`src/rtl/usart_clk_gen.sv`:
```
// usart_clk_gen: baud prescaler, async TX/RX strobes, sync master XCK generation and sync slave XCK edge detection.
module usart_clk_gen #(
  parameter int UBRR_W      = 12,
  parameter int SYNC_STAGES = 2
) (
  input  logic              cp2,
  input  logic              ireset,
  input  logic [UBRR_W-1:0] ubrr,
  input  logic              ubrr_wr,
  input  logic              u2x,
  input  logic              umsel,
  input  logic              ucpol,
  input  logic              ddr_xck,
  input  logic              xck_i,
  input  logic              txen,
  input  logic              rxen,
  output logic              xck_o,
  output logic              tx_tick,
  output logic              rx_tick,
  output logic              pre_tick
);
  logic [UBRR_W-1:0]      cnt_q, cnt_d;
  logic                   pre_q, pre_d;
  logic [3:0]             div_q, div_d;
  logic                   xck_q, xck_d;
  logic                   en_q, xp_q, sed_q, srise_q, sfall_q, live_q;
  logic [SYNC_STAGES-1:0] sync_q;
  logic [1:0]             mode_q;
  logic                   mode_chg, master, wrap, rise, fall;
  always_comb begin
    master   = umsel & ddr_xck;
    mode_chg = live_q && (mode_q != {umsel, ddr_xck});
    pre_d    = !ubrr_wr && (cnt_q == '0);
    cnt_d    = (ubrr_wr || cnt_q == '0) ? ubrr : cnt_q - UBRR_W'(1);
    wrap     = pre_q && (u2x ? div_q[2:0] == 3'd7 : div_q == 4'd15);
    div_d    = (!txen || umsel || mode_chg) ? 4'd0 : div_q + 4'(pre_q & en_q);
    xck_d    = (master && !mode_chg) ? xck_q ^ pre_d : 1'b0;
    rise     = master ? (xck_q & ~xp_q) : srise_q;
    fall     = master ? (~xck_q & xp_q) : sfall_q;
    tx_tick  = !mode_chg && txen && (umsel ? (ucpol ? fall : rise) : wrap);
    rx_tick  = !mode_chg && rxen && (umsel ? (ucpol ? rise : fall) : pre_q);
    pre_tick = pre_q;
    xck_o    = xck_q;
  end
  // en_q delays txen so the first TX bit lands a full 16 (or 8) prescaler ticks after enable
  always_ff @(posedge cp2 or posedge ireset) begin
    if (ireset) begin
      cnt_q   <= '0;
      pre_q   <= 1'b0;
      div_q   <= '0;
      xck_q   <= 1'b0;
      en_q    <= 1'b0;
      xp_q    <= 1'b0;
      sync_q  <= '0;
      sed_q   <= 1'b0;
      srise_q <= 1'b0;
      sfall_q <= 1'b0;
      mode_q  <= '0;
      live_q  <= 1'b0;
    end else begin
      cnt_q   <= cnt_d;
      pre_q   <= pre_d;
      div_q   <= div_d;
      xck_q   <= xck_d;
      en_q    <= txen;
      xp_q    <= xck_q;
      sync_q  <= {sync_q[SYNC_STAGES-2:0], xck_i};
      sed_q   <= sync_q[SYNC_STAGES-1];
      srise_q <= sync_q[SYNC_STAGES-1] & ~sed_q;
      sfall_q <= ~sync_q[SYNC_STAGES-1] & sed_q;
      mode_q  <= {umsel, ddr_xck};
      live_q  <= 1'b1;
    end
  end
endmodule
```
`config.mk`:
```
export PLATFORM = sky130hd
export DESIGN_NAME = usart_clk_gen
export DESIGN_NICKNAME = d
export VERILOG_FILES = /design/src/rtl/usart_clk_gen.sv
export SDC_FILE = /design/constraint.sdc
export NUM_CORES = 1
export LEC_CHECK = 0
export ABC_CLOCK_PERIOD_IN_PS = 1690
export CAP_MARGIN = 10
export CORE_ASPECT_RATIO = 1.25
export CORE_MARGIN = 2
export CORE_UTILIZATION = 47
export CTS_BUF_LIST = sky130_fd_sc_hd__clkbuf_2 sky130_fd_sc_hd__clkbuf_4 sky130_fd_sc_hd__clkbuf_8
export DETAILED_ROUTE_END_ITERATION = 10
export GPL_TIMING_DRIVEN = 0
export HOLD_SLACK_MARGIN = 0.12
export PLACE_DENSITY = 0.77
export SLEW_MARGIN = 15
export SYNTH_ARGS = -nofsm -noshare
export SYNTH_HDL_FRONTEND = slang
export SYNTH_SLANG_ARGS = --single-unit
```
`constraint.sdc`:
```
create_clock -name cp2 -period 1.69 [get_ports cp2]
set_input_delay 0.4225 -clock cp2 [delete_from_list [all_inputs] [get_ports cp2]]
set_output_delay 0.4225 -clock cp2 [all_outputs]
set_load 0.05 [all_outputs]
```
* After elaboration in Yosys (flattened, before gate mapping) *
Index checks and enable logic that the tools add are counted.

operators by class
  multiplexer cells = 10
  bitwise logic cells = 11
  add/sub/neg operators = 2
  reduce and logical (&&, ||, !) cells = 15
  eq/ne operators = 3

operators by type and width
  kind                   number
  $logic_not 12->1       1
  $mux 12                1
  $sub 12x1->12 const B  1
  $logic_and 1x1->1      8
  $mux 1                 8
  $and 1x1->1            6
  $add 4x1->4            1
  $eq 4x4->1 const B     1
  $mux 4                 1
  $not 1->1              4
  $eq 3x3->1 const B     1
  $logic_not 1->1        3
  $logic_or 1x1->1       3
  $ne 2x2->1             1
  $xor 1x1->1            1

storage, ports and cells
  word-level logic and storage cells = 53
  input bits = 22
  register bits = 28
  output and inout bits = 4

* Depth between registers and ports, before layout *
Gate-level depths: netlist of the first run.

  word-level depth = 6
  gate-level depth with buffers = 7
  gate-level depth less buffers = 6

* Least setup slack after synthesis of the first run *
No wires, ideal clock.

  path type = flip-flop to output port
  start = reg xck_q, in the netlist xck_o
  end = out rx_tick
  setup slack = -0.318 ns
  arrival = 1.585 ns
  stages on the path, launching flop included = 5
  path through = dfrtp_1 -> and4b_1 -> a21oi_1 -> o221ai_1 -> and3_1

on the way
  cells in the longest elaborated chain, start to end = 6

RTL lines
  item                      RTL line  text
  start, declared           25        logic xck_q, xck_d;
  start signal, assigned    64        xck_q <= xck_d;
  $not 1->1                 39        fall = master ? (~xck_q & xp_q) : sfall_q;
  $and 1x1->1               39
  $mux 1                    39
  $mux 1 (*) (2 in series)  41        rx_tick = !mode_chg && rxen && (umsel ? (ucpol ? rise : fall) : pre_q);
  $logic_and 1x1->1 (*)     41
  end, declared             19        output logic rx_tick,

Mark *: on every way between the ends. The rest lies on a longest branch, timed or not.

* Worst setup path in the final report of the first run *
  start = reg xck_q, in the netlist xck_o
  end = out tx_tick

on the way
  cells in the longest elaborated chain, start to end = 6

RTL lines
  item                      RTL line  text
  $not 1->1                 39
  $and 1x1->1               39
  $mux 1                    39
  $mux 1 (*) (2 in series)  40        tx_tick = !mode_chg && txen && (umsel ? (ucpol ? fall : rise) : wrap);
  $logic_and 1x1->1 (*)     40
  end, declared             18        output logic tx_tick,

Marks and branches as above.

==> impl_metrics.ini, run 1 <==
[cts]
worstSkewPairLatency_ps = 330
cts_root_buffer = clkbuf_4
cts.sinks = 28
htreeDepth = 1
cts_tree = built
numCtsBuffers = 3
clockBufferDepth = 2
cts-hold-fix-buffers = 0
clk_pin_slew_ps = 130

[worst_setup_path]
crit_path_end_kind = output port
worstPathMaxFanout = 4
path_class = register to output port
start_kind = register
crit_required_ps = 1270
worst_ep_arrival_time_ps = 1670

[floorplan]
rows = 21
initial_core_util_pct = 48.9
io_pins = 26
die_h_um = 63.1
core_area_um2 = 2680
die_area_um2 = 3230
die_w_um = 51.2

[pwr]
p_int_mw = 0.974
comb_power_share_pct = 20.0
finalPower_mw = 1.33
seqPwrFrac_pct = 57.7
power_density_nw_per_um2 = 718
ir_worst_vdd_v = 0.000537
switchingPower_mw = 0.359
clkPwrFrac_pct = 22.3
p_leak_nw = 0.768
switching_share_pct = 26.9

[route]
via_count = 1096
avgRoutedWirePerCell_um = 14.9
drc = 0
drtPass1Iterations = 4
avgViaCountPerCell = 5.48
first_iter_violations = 16
drtAntennaViolNets = 0
wl_um = 2970

[cells_and_area]
fillers = 212
n_antenna_cell = 0
fin_area_um2 = 1860
drive_gt1_share_pct = 28.9
multi_input_area_um2 = 681
nNetsFinal = 193
register_area_um2 = 704
syn_to_final_growth_pct = 41.7
post-route-util_pct = 69.3

[timing]
slew_violations = 0
fin_ws_ps = -400
fin_crit_sh_pct = 124
fin_skew_ps = 3.44
setup_viol = 3
clock.fmax_ghz = 0.479
layout_min_cycle_time_ps = 2090
tns_ps = -777
rsz0062_at_grt = true
slew_headroom_pct = 33.9
tightest_slew_ps = 986
finalHoldViolCount = 0

[grt]
track_usage_pct = 17.2
grt_max_degree = 29
antenna_found_initial = 0
overflow = 0
grt_pass1_vias = 1018
grt_pass1_wl_um = 4220

[synthesis]
ys_ff_latch = 28
netlist_top_cells_count = 28 x dfrtp_1, 18 x nor2_1, 11 x a21oi_1
synth_edf_count = 0
synth_cells = 123
yosysWarnings = 0
ys_seq_area_share_pct = 53.4
synthesis.area_um2 = 1310
synth_fp_nets = 149
ys_types = 33
synthTopCellsByArea = dfrtp_1 53%, xnor2_1 6.0%, nor2_1 5.2%, a21oi_1 4.2%, ha_1 3.8%
synth_most_common_cell = dfrtp_1
synth_area_leader_cell = dfrtp_1
async_reset_ff_share_pct = 100
synth_flop_cell = dfrtp_1
syn-mean-instance-area_um2 = 10.7
synth_top_cell_area_share_pct = 53.4

[placed_design]
hpwlAfterDp_um = 1740
portBuffers = 25
placed_area_um2 = 1630
pre_cts_slack_ps = -1330
gp_congestion = 0.720

[run]
drv.max_cap_violation_count = 0

[status]
violations = negative setup slack
outcome = complete, but fails checks

[worst_hold_path]
hold_path_class = register to register
-- power groups by stage --
| stage | Clock (mW) | Sequential, mW | Combinational, mW |
|---|---|---|---|
| 2_1_floorplan | 0 | 0.759 | 0.113 |
| 3_3_place_gp | 0 | 0.766 | 0.184 |
| 3_5_place_dp | 0 | 0.770 | 0.190 |
| 4_1_cts | 0.296 | 0.762 | 0.202 |
| 5_1_grt | 0.344 | 0.776 | 0.289 |
| 6_report | 0.297 | 0.769 | 0.267 |
-- area by class of cell --
cell class | instances | share of cell area [%]
flip-flops and latches | 28 | 37.9
multi-input cells | 87 | 36.6
repair buffers | 39 | 19.1
well taps | 34 | 2.29
clock buffers | 4 | 1.62
plain buffers | 2 | 1.21
inverters | 6 | 1.21
-- what timing repair did --
item                                    4_1_cts  5_1_grt
endpoints found under the setup margin       16       16
gates cloned                                  0        1
buffers inserted                              2       11
pin swaps                                     1        1
resized for setup                            32       23
-- layer usage --
metal  track usage [%]  wire length (µm)
met1              20.3              1170
met5                 0                 0
met4              5.92                73
met2              30.8              1590
met3              2.84               137
-- worst max-delay path, cell delays in order, from the launching register on --
cell and delay [ps]:
dfrtp_2 400, and4b_1 210, a21oi_2 160, nor2_2 60, o311a_4 350, buf_6 150
-- stage by stage --
step           hold slack [ps]  std cells
6_report                   378        200
5_1_grt                    390        200
4_1_cts                    377        188
3_5_place_dp               345        182
3_3_place_gp               334        182
2_1_floorplan              331        123
-- cell usage in the layout, fill, tap and decap left out, types with 3 or more instances in the layout --
cell type	n
xnor2_1	9
xor2_1	5
nand2_1	5
clkdlybuf4s50_1	19
inv_1	4
a21oi_1	9
nor2_1	17
dfrtp_1	25
dfrtp_2	3
buf_4	13
nor3_1	3
clkbuf_4	4
buf_6	4
ha_1	3
-- cell families after synthesis --
kind of cell | synth area share [%]
other cells | 0.286
mux | 1.62
compound gates | 8.87
simple gates | 20.3
xor+xnor | 9.35
buf+inv | 2.29
flops | 53.4
fa+ha+maj | 3.82
-- worst paths after layout --
kind	from	to	slack [ps]	depth (start not counted)
setup reg to reg	cnt_q[6]	xck_o	-10	4
min in group asynchronous	ireset	sync_q[0]	480	2
setup / recovery	xck_o	tx_tick	-400	5
hold / removal	sync_q[0]	sync_q[1]	380	0
max in group asynchronous	ireset	cnt_q[2]	710	2
hold reg to reg	sync_q[0]	sync_q[1]	380	0
-- flip-flops by register name, indices dropped and copies added, names as in the netlist --
signal,cells
sfall_q,1
live_q,1
div_q,4
xck_o,1
sed_q,1
cnt_q,12
sync_q,2
pre_tick,1
xp_q,1
en_q,1
mode_q,2
srise_q,1
Power figures use the tool's default switching activity.
==> run 2, diff against run 1 <==
- ABC_AREA: unset -> 1
- CORE_UTILIZATION: 47 -> 49
- PLACE_DENSITY: 0.77 -> 0.78
- RECOVER_POWER: unset -> 25
==> impl_metrics.ini, run 2 <==
[grt]
overflow = 0
grt_pass1_wl_um = 4850
grt_use_met1_pct = 21.4
grt_max_degree = 29
antenna_found_initial = 0
grt-busiest-layer = met2
use_met3_pct = 2.04
grtUsageMet2_pct = 34.9
grt_pass1_vias = 1211
track_usage_pct = 18.8

[pwr]
p_leak_nw = 1.04
power_density_nw_per_um2 = 755
seqPwrFrac_pct = 49.9
comb_power_share_pct = 22.0
switching_share_pct = 27.1
finalPower_mw = 1.52
switchingPower_mw = 0.410
ir_worst_vdd_v = 0.000495
clkPwrFrac_pct = 28.1
p_int_mw = 1.11

[timing]
clock.fmax_ghz = 0.526
layout_min_cycle_time_ps = 1900
tightest_slew_ps = 990
setup_viol = 3
fin_skew_ps = 7.09
rsz0062_at_grt = true
fin_ws_ps = -213
hold_ws_ps = 366
slew_violations = 0
fin_crit_sh_pct = 113
finalHoldViolCount = 0
tns_ps = -564
slew_headroom_pct = 33.9

[cts]
cts.sinks = 28
htreeDepth = 1
numCtsBuffers = 3
cts_tree = built
clockBufferDepth = 2
cts_root_buffer = clkbuf_4
worstSkewPairLatency_ps = 320
cts-hold-fix-buffers = 0
clk_pin_slew_ps = 140

[cells_and_area]
layout_common_cells = 62 x nand2_1, 32 x inv_1, 26 x dfrtp_1
fillers = 246
largest_reg_flops = 12
n_antenna_cell = 0
nNetsFinal = 270
syn_to_final_growth_pct = 33.7
largest_register = cnt_q
top_regs = cnt_q x12, div_q x4
layout_commonest_cell = nand2_1
drive_gt1_share_pct = 20.2
fin_area_um2 = 2010
fin_cells = 279

[synthesis]
synthesis.area_um2 = 1500
async_reset_ff_share_pct = 100
ys_types = 17
netlist_top_cells_count = 67 x nand2_1, 35 x inv_1, 28 x dfrtp_1
yosysWarnings = 0
synth_top_cell_area_share_pct = 46.6
ys_ff_latch = 28
synthTopCellsByArea = dfrtp_1 47%, nand2_1 17%, inv_1 8.7%, nor2_1 6.5%, nand3_1 4.7%
synth_most_common_cell = nand2_1
synth_cells = 201
ys_seq_area_share_pct = 46.6
synth_flop_cell = dfrtp_1
synth_edf_count = 0
syn-mean-instance-area_um2 = 7.48
synth_area_leader_cell = dfrtp_1
synth_fp_nets = 227

[status]
violations = negative setup slack
outcome = complete, but fails checks

[placed_design]
portBuffers = 25
gp_congestion = 0.820
numPlacedInstances = 262
hpwlAfterDp_um = 2000
placed_area_um2 = 1820

[worst_setup_path]
path_buf_inv = 3
crit_family = buffers and inverters
crit_path_end_kind = output port
critPathSlowestCell = clkdlybuf4s15_2
worstSetupStartpoint = umsel
start_kind = input port
crit_required_ps = 1270
slowest_delay_ps = 240
path_class = input port to output port
cpMostUsedCell = nand2_1
r2r-start = mode_q[1]
worstPathMaxFanout = 7
crit_chain = clkdlybuf4s15_2 -> inv_1 -> nand2_1 -> nand2_1 -> nand2_2 -> nand2_4 -> o211ai_1 -> nor2_4 -> buf_8
worst_ep_arrival_time_ps = 1480

[floorplan]
io_pins = 26
die_h_um = 65.9
die_area_um2 = 3530
core_area_um2 = 2950
rows = 22
die_w_um = 53.5
initial_core_util_pct = 51.0

[route]
first_iter_violations = 15
drtPass1Iterations = 4
via_count = 1292
avgViaCountPerCell = 4.63
drtAntennaViolNets = 0
wl_um = 2880
drc = 0
avgRoutedWirePerCell_um = 10.3

[run]
drv.max_cap_violation_count = 0

[worst_hold_path]
hold_path_class = register to register
hold_path.startpoint = sync_q[0]
run 2: what timing repair did:
action	in CTS	in global routing
setup endpoints to repair	4	10
setup buffers	11	3
pin swaps	7	9
resized for setup	31	16
gates cloned	0	0
endpoints found under the hold margin	0	0
run 2: power by group through the flow:
stage | Sequential (mW) | Combinational [mW] | Clock (mW)
final | 0.757 | 0.333 | 0.427
after global routing | 0.763 | 0.383 | 0.465
after CTS | 0.755 | 0.320 | 0.447
after detailed placement | 0.768 | 0.297 | 0
after global placement | 0.766 | 0.290 | 0
after floorplan | 0.759 | 0.203 | 0
run 2: final timing paths:
path                                   to  depth (start not counted)  slack [ps]
worst max-delay path              rx_tick                          9        -210
worst min-delay path            sync_q[1]                          0         370
worst max register to register      xck_o                         14        -140
worst min register to register  sync_q[1]                          0         370
max in group asynchronous        pre_tick                          2         420
min in group asynchronous        cnt_q[2]                          2         610
run 2: worst register-to-register path, stage by stage (launching register included):
cell,delay [ps]
dfrtp_1,410
inv_1,60
nand2_1,40
nand2_1,70
nand2_2,70
buf_4,130
buf_6,100
buf_4,120
buf_4,120
buf_4,120
buf_4,120
buf_4,120
a21oi_2,130
nand2_1,60
nor2_1,100
run 2: layer usage:
layer  share of wire, %  vias to the layer above
li1                   -                      686
met1                 42                      581
met2                 54                       21
met3                2.2                        4
met4                1.3                        0
met5                  0                        -
run 2: area by class of cell:
class | instances | area (µm²) | share of cell area [%]
flip-flops and latches | 28 | 703 | 35.0
plain buffers | 1 | 11.3 | 0.560
inverters | 35 | 131 | 6.54
clock buffers | 3 | 22.5 | 1.12
clock inverters | 1 | 30.0 | 1.49
multi-input cells | 137 | 716 | 35.6
well taps | 36 | 45.0 | 2.24
repair buffers | 38 | 350 | 17.4
run 2: cells by family (layout without fill, tap and decap cells):
group	Yosys count	count (layout)	synth area share, %
and+or+nand+nor	114	114	31.6
DFF	28	28	46.6
AOI/OAI and AO/OA	11	11	4.58
xor gates and xnor gates	7	7	4.08
other	1	1	0.250
adders and majority gates	4	4	3.33
buffers and inverters	36	78	9.49
run 2: metrics by stage:
step / setup slack [ps] / utilization (%)
after floorplan: 20.3 / -
after global placement: -1150 / 61.6
after detailed placement: -1180 / 61.6
after CTS: -196 / 66.7
after global routing: -300 / 68.2
final: -213 / 68.2
==> run 3, diff against run 2 <==
- CORE_MARGIN: 2 -> unset
- CORE_UTILIZATION: 49 -> 45
- PLACE_DENSITY: 0.78 -> 0.75
==> impl_metrics.ini, run 3 (synthesized netlist as in run 2, its figures left out) <==
[status]
outcome = complete, but fails checks
violations = negative setup slack

[cells_and_area]
fin_cells = 271
largest_register = cnt_q
largest_reg_flops = 12
top_regs = cnt_q x12, div_q x4
layout_commonest_cell = nand2_1
post-route-util_pct = 60.3
n_antenna_cell = 0
nNetsFinal = 261
fillers = 314
drive_gt1_share_pct = 15.4
fin_area_um2 = 1930
syn_to_final_growth_pct = 28.1
layout_common_cells = 63 x nand2_1, 32 x inv_1, 26 x dfrtp_1

[worst_setup_path]
worst_ep_arrival_time_ps = 1400
rrSetupSlack_ps = 180
crit_path_end_kind = output port
crit_required_ps = 1270
path_class = input port to output port
start_kind = input port
worstPathMaxFanout = 3

[grt]
track_usage_pct = 17.3
grt_pass1_wl_um = 4460
antenna_found_initial = 0
overflow = 0
grt_pass1_vias = 1133
grt_max_degree = 29

[cts]
cts_root_buffer = clkbuf_8
clk_pin_slew_ps = 80
worstSkewPairLatency_ps = 270
numCtsBuffers = 3
clockBufferDepth = 2
htreeDepth = 1
cts_tree = built
cts.sinks = 28

[pwr]
ir_worst_vdd_v = 0.000449
power_density_nw_per_um2 = 758
p_leak_nw = 0.990

[timing]
rsz0062_at_grt = true
layout_min_cycle_time_ps = 1830
tightest_slew_ps = 989
fin_ws_ps = -137
slew_violations = 0
fin_skew_ps = 2.34
slew_headroom_pct = 34.0
setup_viol = 2
fin_crit_sh_pct = 108
clock.fmax_ghz = 0.547
finalHoldViolCount = 0

[placed_design]
placed_area_um2 = 1820
hpwlAfterDp_um = 1950
gp_congestion = 0.836
numPlacedInstances = 263
portBuffers = 25

[route]
via_count = 1269
first_iter_violations = 25
avgRoutedWirePerCell_um = 9.58
wl_um = 2600
drtPass1Iterations = 4
drc = 0
avgViaCountPerCell = 4.68
drtAntennaViolNets = 0

[run]
drv.max_cap_violation_count = 0

[floorplan]
core_area_um2 = 3190
rows = 23
die_w_um = 53.7
io_pins = 26
die_area_um2 = 3580
die_h_um = 66.6
initial_core_util_pct = 47.0

[worst_hold_path]
hold_path_class = input port to register
==> run 3: final cells by class <==
cell class / instances / area [µm²] / area share, %
flip-flops and latches: 28 / 703 / 36.5
plain buffers: 1 / 11.3 / 0.585
repair buffers: 29 / 280 / 14.6
inverters: 35 / 131 / 6.82
well taps: 37 / 46.3 / 2.40
clock buffers: 4 / 55.1 / 2.86
multi-input cells: 137 / 698 / 36.3
==> run 3: path summary, 6_finish.rpt <==
kind | from | depth (start not counted) | endpoint
min in group asynchronous | ireset | 2 | cnt_q[0]
hold reg to reg | sync_q[0] | 0 | sync_q[1]
max in group asynchronous | ireset | 2 | xck_o
setup / recovery | txen | 4 | tx_tick
setup reg to reg | cnt_q[0] | 8 | cnt_q[2]
hold / removal | umsel | 1 | mode_q[1]
==> run 3: worst max-delay path, stage by stage <==
cell and delay, ps:
dlygate4sd3_1 590, nand3_2 120, nor2_4 120, buf_8 150
==> run 3: stage by stage <==
stage / hold WS, ps / setup slack (ps) / power (mW) / setup TNS [ps]
after detailed placement: 337 / -1170 / 1.06 / -2570
after global placement: 331 / -1140 / 1.06 / -2570
after global routing: 337 / -215 / 1.56 / -397
after CTS: 328 / -133 / 1.48 / -223
after floorplan: 331 / 20.3 / 0.963 / 0
final: 340 / -137 / 1.46 / -263
==> run 3: metal layers <==
metal | GRT usage [%] | up-vias | part of all wire (%)
met5 | 0 | - | 0
met4 | 8.22 | 0 | 2.2
met3 | 3.20 | 5 | 3.2
met2 | 31.3 | 23 | 55
met1 | 18.5 | 572 | 40
li1 | - | 669 | -
==> run 3: power by group <==
group / internal (mW) / switching (mW) / leakage [nW] / total [mW]
combinational: 0.132 / 0.173 / 0.614 / 0.305
sequential: 0.715 / 0.0383 / 0.347 / 0.754
clock: 0.209 / 0.192 / 0.0288 / 0.401
==> run 3: timing repair <==
action                                  CTS  global route
endpoints found under the setup margin    4             2
buffers inserted                          3             1
pin swaps                                 5             3
resized for setup                        34             7
hold buffers                              0             0
==> variant 1, RTL diff (settings of run 3) <==
Change the parameter `UBRR_W` from 12 to 10.
--- a/src/rtl/usart_clk_gen.sv
+++ b/src/rtl/usart_clk_gen.sv
@@ -1,6 +1,6 @@
 // usart_clk_gen: baud prescaler, async TX/RX strobes, sync master XCK generation and sync slave XCK edge detection.
 module usart_clk_gen #(
-  parameter int UBRR_W      = 12,
+  parameter int UBRR_W      = 10,
   parameter int SYNC_STAGES = 2
 ) (
   input  logic              cp2,
Interface: changed (resized ubrr); port bits go from 26 to 24. The function was not compared with the original's and may differ.
==> variant 1 against run 3 <==
The run still ends with negative setup slack left; sequential share of layout area grew 2.0 points; final area shrank 12%; total power is 16% lower; wire length fell by 11%; setup slack got worse by 88 ps; sequential cell count is 2 lower; combinational power decreased by 18%; synthesized area down 12%; critical path type unchanged.
==> variant 1: results (changes against run 3) <==
Outcome
  • Status: finished, violations left
  • Failing checks: negative setup slack

Clock tree
  • CTS Root Cell: clkbuf_4
  • Clock latency on the worst-skew pair: 310 ps (+40 ps)
  • CTS-repair resized insts: 31 (-8.8%)

Yosys
  • Register area share after synthesis: 49.2% (+2.6 points)
  • Mapped Nets: 195 (-14%)
  • Synth area leaders: dfrtp_1 (49%), nand2_1 (16%), inv_1 (8.5%), nor2_1 (6.0%), o21ai_0 (3.0%)

Hold path
  • Hold path cells: 0 (-1)
  • HP Class: reg2reg
  • Min-Delay Endpoint: sync_q[1]
  • HP Start: sync_q[0]

Route
  • Met3 wire len: 99 µm (+19%)
  • Vias/cell: 4.69 (+0.17%)
  • Final WL: 2.31 mm (-11%)

Critical path
  • Reg2reg end: cnt_q[1]
  • Reg2Reg Setup Slack: 120 ps (-60 ps)
  • Largest stage delay, worst path: 490 ps (-100 ps)
  • Setup crit start: ucpol

Timing
  • Clock Skews: 15.7 ps (+13.3 ps)
  • Final setup vio count: 2 (unchanged)
  • Fin Setup TNS: -397 ps (-135 ps)
  • Worst setup margin: -225 ps (-87.8 ps)

Global route
  • Vias in the first global route: 1085 (-4.2%)
  • GR Util met1: 19.4% (+0.90 points)
  • Global Route met3 Usage: 2.19% (-1.0 points)
  • Largest net degree at the start of global routing: 27 (-6.9%)

Placement
  • GPL Wtd Cong: 0.875 (+4.7%)
  • PortBufs: 23 (-8.0%)
  • Cell Area, Placed: 1610 µm² (-11%)

Finish
  • Final cell count without fillers: 236 (-13%)

Pwr
  • Max VDD drop: 533 µV (+19%)
==> variant 1: logic make-up after synthesis <==
family | after synthesis | share of synthesized area [%]
AND/OR/NAND/NOR | 93 | 29.2
buffers and inverters | 32 | 9.94
flip-flops | 26 | 49.2
AO/OA/AOI/OAI | 11 | 4.54
XOR/XNOR | 6 | 3.98
adder cells (fa/ha/maj) | 3 | 2.84
other | 1 | 0.284
==> variant 1: cell type report <==
class                   count  area, µm²
fillers                   256       1040
flip-flops and latches     26        652
multi-input cells         114        581
repair buffers             26        258
inverters                  31        116
well taps                  34       42.5
clock buffers               4       30.0
plain buffers               1       15.0
==> variant 1: power by group through the flow <==
| stage | logic (µW) | registers, µW | clock network (µW) |
|---|---|---|---|
| floorplan | 166 | 701 | 0 |
| global placement | 239 | 705 | 0 |
| detailed placement | 244 | 708 | 0 |
| CTS | 250 | 695 | 287 |
| global route | 285 | 701 | 323 |
| finish | 251 | 696 | 275 |
==> variant 2, RTL diff (settings of run 3) <==
Made on the original files. Put a register stage on the output `pre_tick`, with the module's reset. The value now appears one clock later. The other outputs are not delayed to match.
--- a/src/rtl/usart_clk_gen.sv
+++ b/src/rtl/usart_clk_gen.sv
@@ -19,6 +19,8 @@
   output logic              rx_tick,
   output logic              pre_tick
 );
+
+  logic pre_tick_d;
   logic [UBRR_W-1:0]      cnt_q, cnt_d;
   logic                   pre_q, pre_d;
   logic [3:0]             div_q, div_d;
@@ -39,7 +41,7 @@
     fall     = master ? (~xck_q & xp_q) : sfall_q;
     tx_tick  = !mode_chg && txen && (umsel ? (ucpol ? fall : rise) : wrap);
     rx_tick  = !mode_chg && rxen && (umsel ? (ucpol ? rise : fall) : pre_q);
-    pre_tick = pre_q;
+    pre_tick_d = pre_q;
     xck_o    = xck_q;
   end
   // en_q delays txen so the first TX bit lands a full 16 (or 8) prescaler ticks after enable
@@ -72,4 +74,12 @@
       live_q  <= 1'b1;
     end
   end
+  always_ff @(posedge cp2 or posedge ireset) begin
+    if (ireset) begin
+      pre_tick <= '0;
+    end else begin
+      pre_tick <= pre_tick_d;
+    end
+  end
+
 endmodule
Behaviour: not the same (a bounded check fails within 4 cycles, from zero or initial values and one cycle with ireset high).
==> variant 2 against run 3 <==
The run still ends with negative setup slack left; synthesized area is 1.7% higher; hold slack improved by 0.52 ps; final area rose by 3.0%; sequential cell count grew 1; largest power group unchanged; clock skew up 0.72 ps; setup slack got worse by 18 ps; die area is 1.6% higher; total power rose by 16%; count of clock-buffer cells in the layout is 4 higher; wire length increased by 5.5%; critical path depth increased by 4; sequential share of layout area grew 0.14 points; via count fell by 0.55%.
==> variant 2: results (changes against run 3) <==
Finish
  • Final net count: 264 (+1.1%)
  • Layout cell share with drive strength beyond 1: 15.5% (+0.097 points)
  • Top flop regs: cnt_q: 12 flops, div_q: 4 flops

Pwr
  • Max VDD drop: 571 µV (+27%)
  • Leakage: 0.00102 µW (+3.4%)
  • Int Pwr: 1230 µW (+17%)

Route
  • Wire length on met1: 1.13 mm (+8.9%)
  • Vias: 1262 (-0.55%)
  • Wire per inst: 9.93 µm (+3.6%)
  • DRT Pass-1 Iters: 4 (unchanged)
  • Initial DRC Count: 18 (-28%)
  • Met3 wire len: 120 µm (+45%)
  • Met2 WL: 1.44 mm (+1.3%)

Timing
  • Clock Skews: 3.06 ps (+0.722 ps)
  • Final setup vio count: 2 (unchanged)
  • Worst hold margin: 340 ps (+0.519 ps)
  • Slew @ Worst Pin: 974 ps (-15.4 ps)
  • Worst setup margin: -155 ps (-17.7 ps)

Critical path
  • Largest stage delay, worst path: 380 ps (-210 ps)
  • Delay-heaviest family, CP: simple AND/OR/NAND/NOR gates
  • Slowest cell on crit path: dfrtp_1
  • CP Capture Point: rx_tick
  • Setup crit start: mode_q[0]

Yosys
  • Area fraction in compound gates after synthesis: 4.50% (-0.075 points)
  • Synth top cells by count: nand2_1 (67), inv_1 (35), dfrtp_1 (29)
  • Synth area leaders: dfrtp_1 (48%), nand2_1 (16%), inv_1 (8.6%), nor2_1 (6.4%), nand3_1 (4.6%)
  • Register area share after synthesis: 47.5% (+0.87 points)
  • Mapped Nets: 228 (+0.44%)
  • XOR/XNOR Fraction of Synth Area: 4.01% (-0.067 points)
  • Adder-Cell Fraction of Synth Area: 3.28% (-0.055 points)
  • Mux contribution to synthesized area: 0% (unchanged)

Placement
  • GPL Wtd Cong: 0.851 (+1.7%)
  • DP Worst Slack: -1140 ps (+30.8 ps)
  • Final HPWL DP: 1.98 mm (+1.3%)

Hold path
  • Hold path cells: 1 (unchanged)
  • Min-Delay Endpoint: mode_q[1]

Clock tree
  • Worst-path clk slew: 60 ps (-20 ps)
  • Htree depth: 2 (+1)
  • Number of setup buffers added after CTS: 2 (-1)
  • CTS Buf Count: 5 (+2)

Global route
  • GR Util met1: 18.1% (-0.44 points)
  • Global Route met3 Usage: 8.33% (+5.1 points)
  • First-pass GRT wire length: 4.67 mm (+4.6%)
  • Aggregate global-route resource usage: 18.9% (+1.6 points)
  • Largest net degree at the start of global routing: 30 (+3.4%)
  • Initial antenna violation count: 0 (unchanged)
  • GRT met2 Usage: 33.2% (+1.9 points)

Outcome
  • Failing checks: negative setup slack
  • Status: finished, violations left
variant 2: cell count changes after synthesis:
cell and delta:
dfrtp_1 +1
variant 2: power groups by stage:
stage	Combinational [µW]	Sequential (µW)	Clock, µW
finish	302	781	606
global route	348	787	666
CTS	300	780	628
detailed placement	297	791	0
global placement	291	790	0
floorplan	204	784	0
variant 2: area by class of cell:
| type | instances | area [µm²] |
|---|---|---|
| Sequential cell | 29 | 727 |
| Fill cell | 295 | 1240 |
| Inverter | 35 | 131 |
| Multi-Input combinational cell | 137 | 689 |
| Timing Repair Buffer | 29 | 280 |
| Tap cell | 37 | 46.3 |
| Clock buffer | 8 | 97.6 |
| Buffer | 1 | 11.3 |
variant 2: through the flow:
stage	cells	setup TNS (ps)	cell area, µm²
floorplan	202	0	1540
global placement	264	-3400	1840
detailed placement	264	-3870	1840
CTS	274	-242	1960
global route	276	-447	1980
finish	276	-278	1980
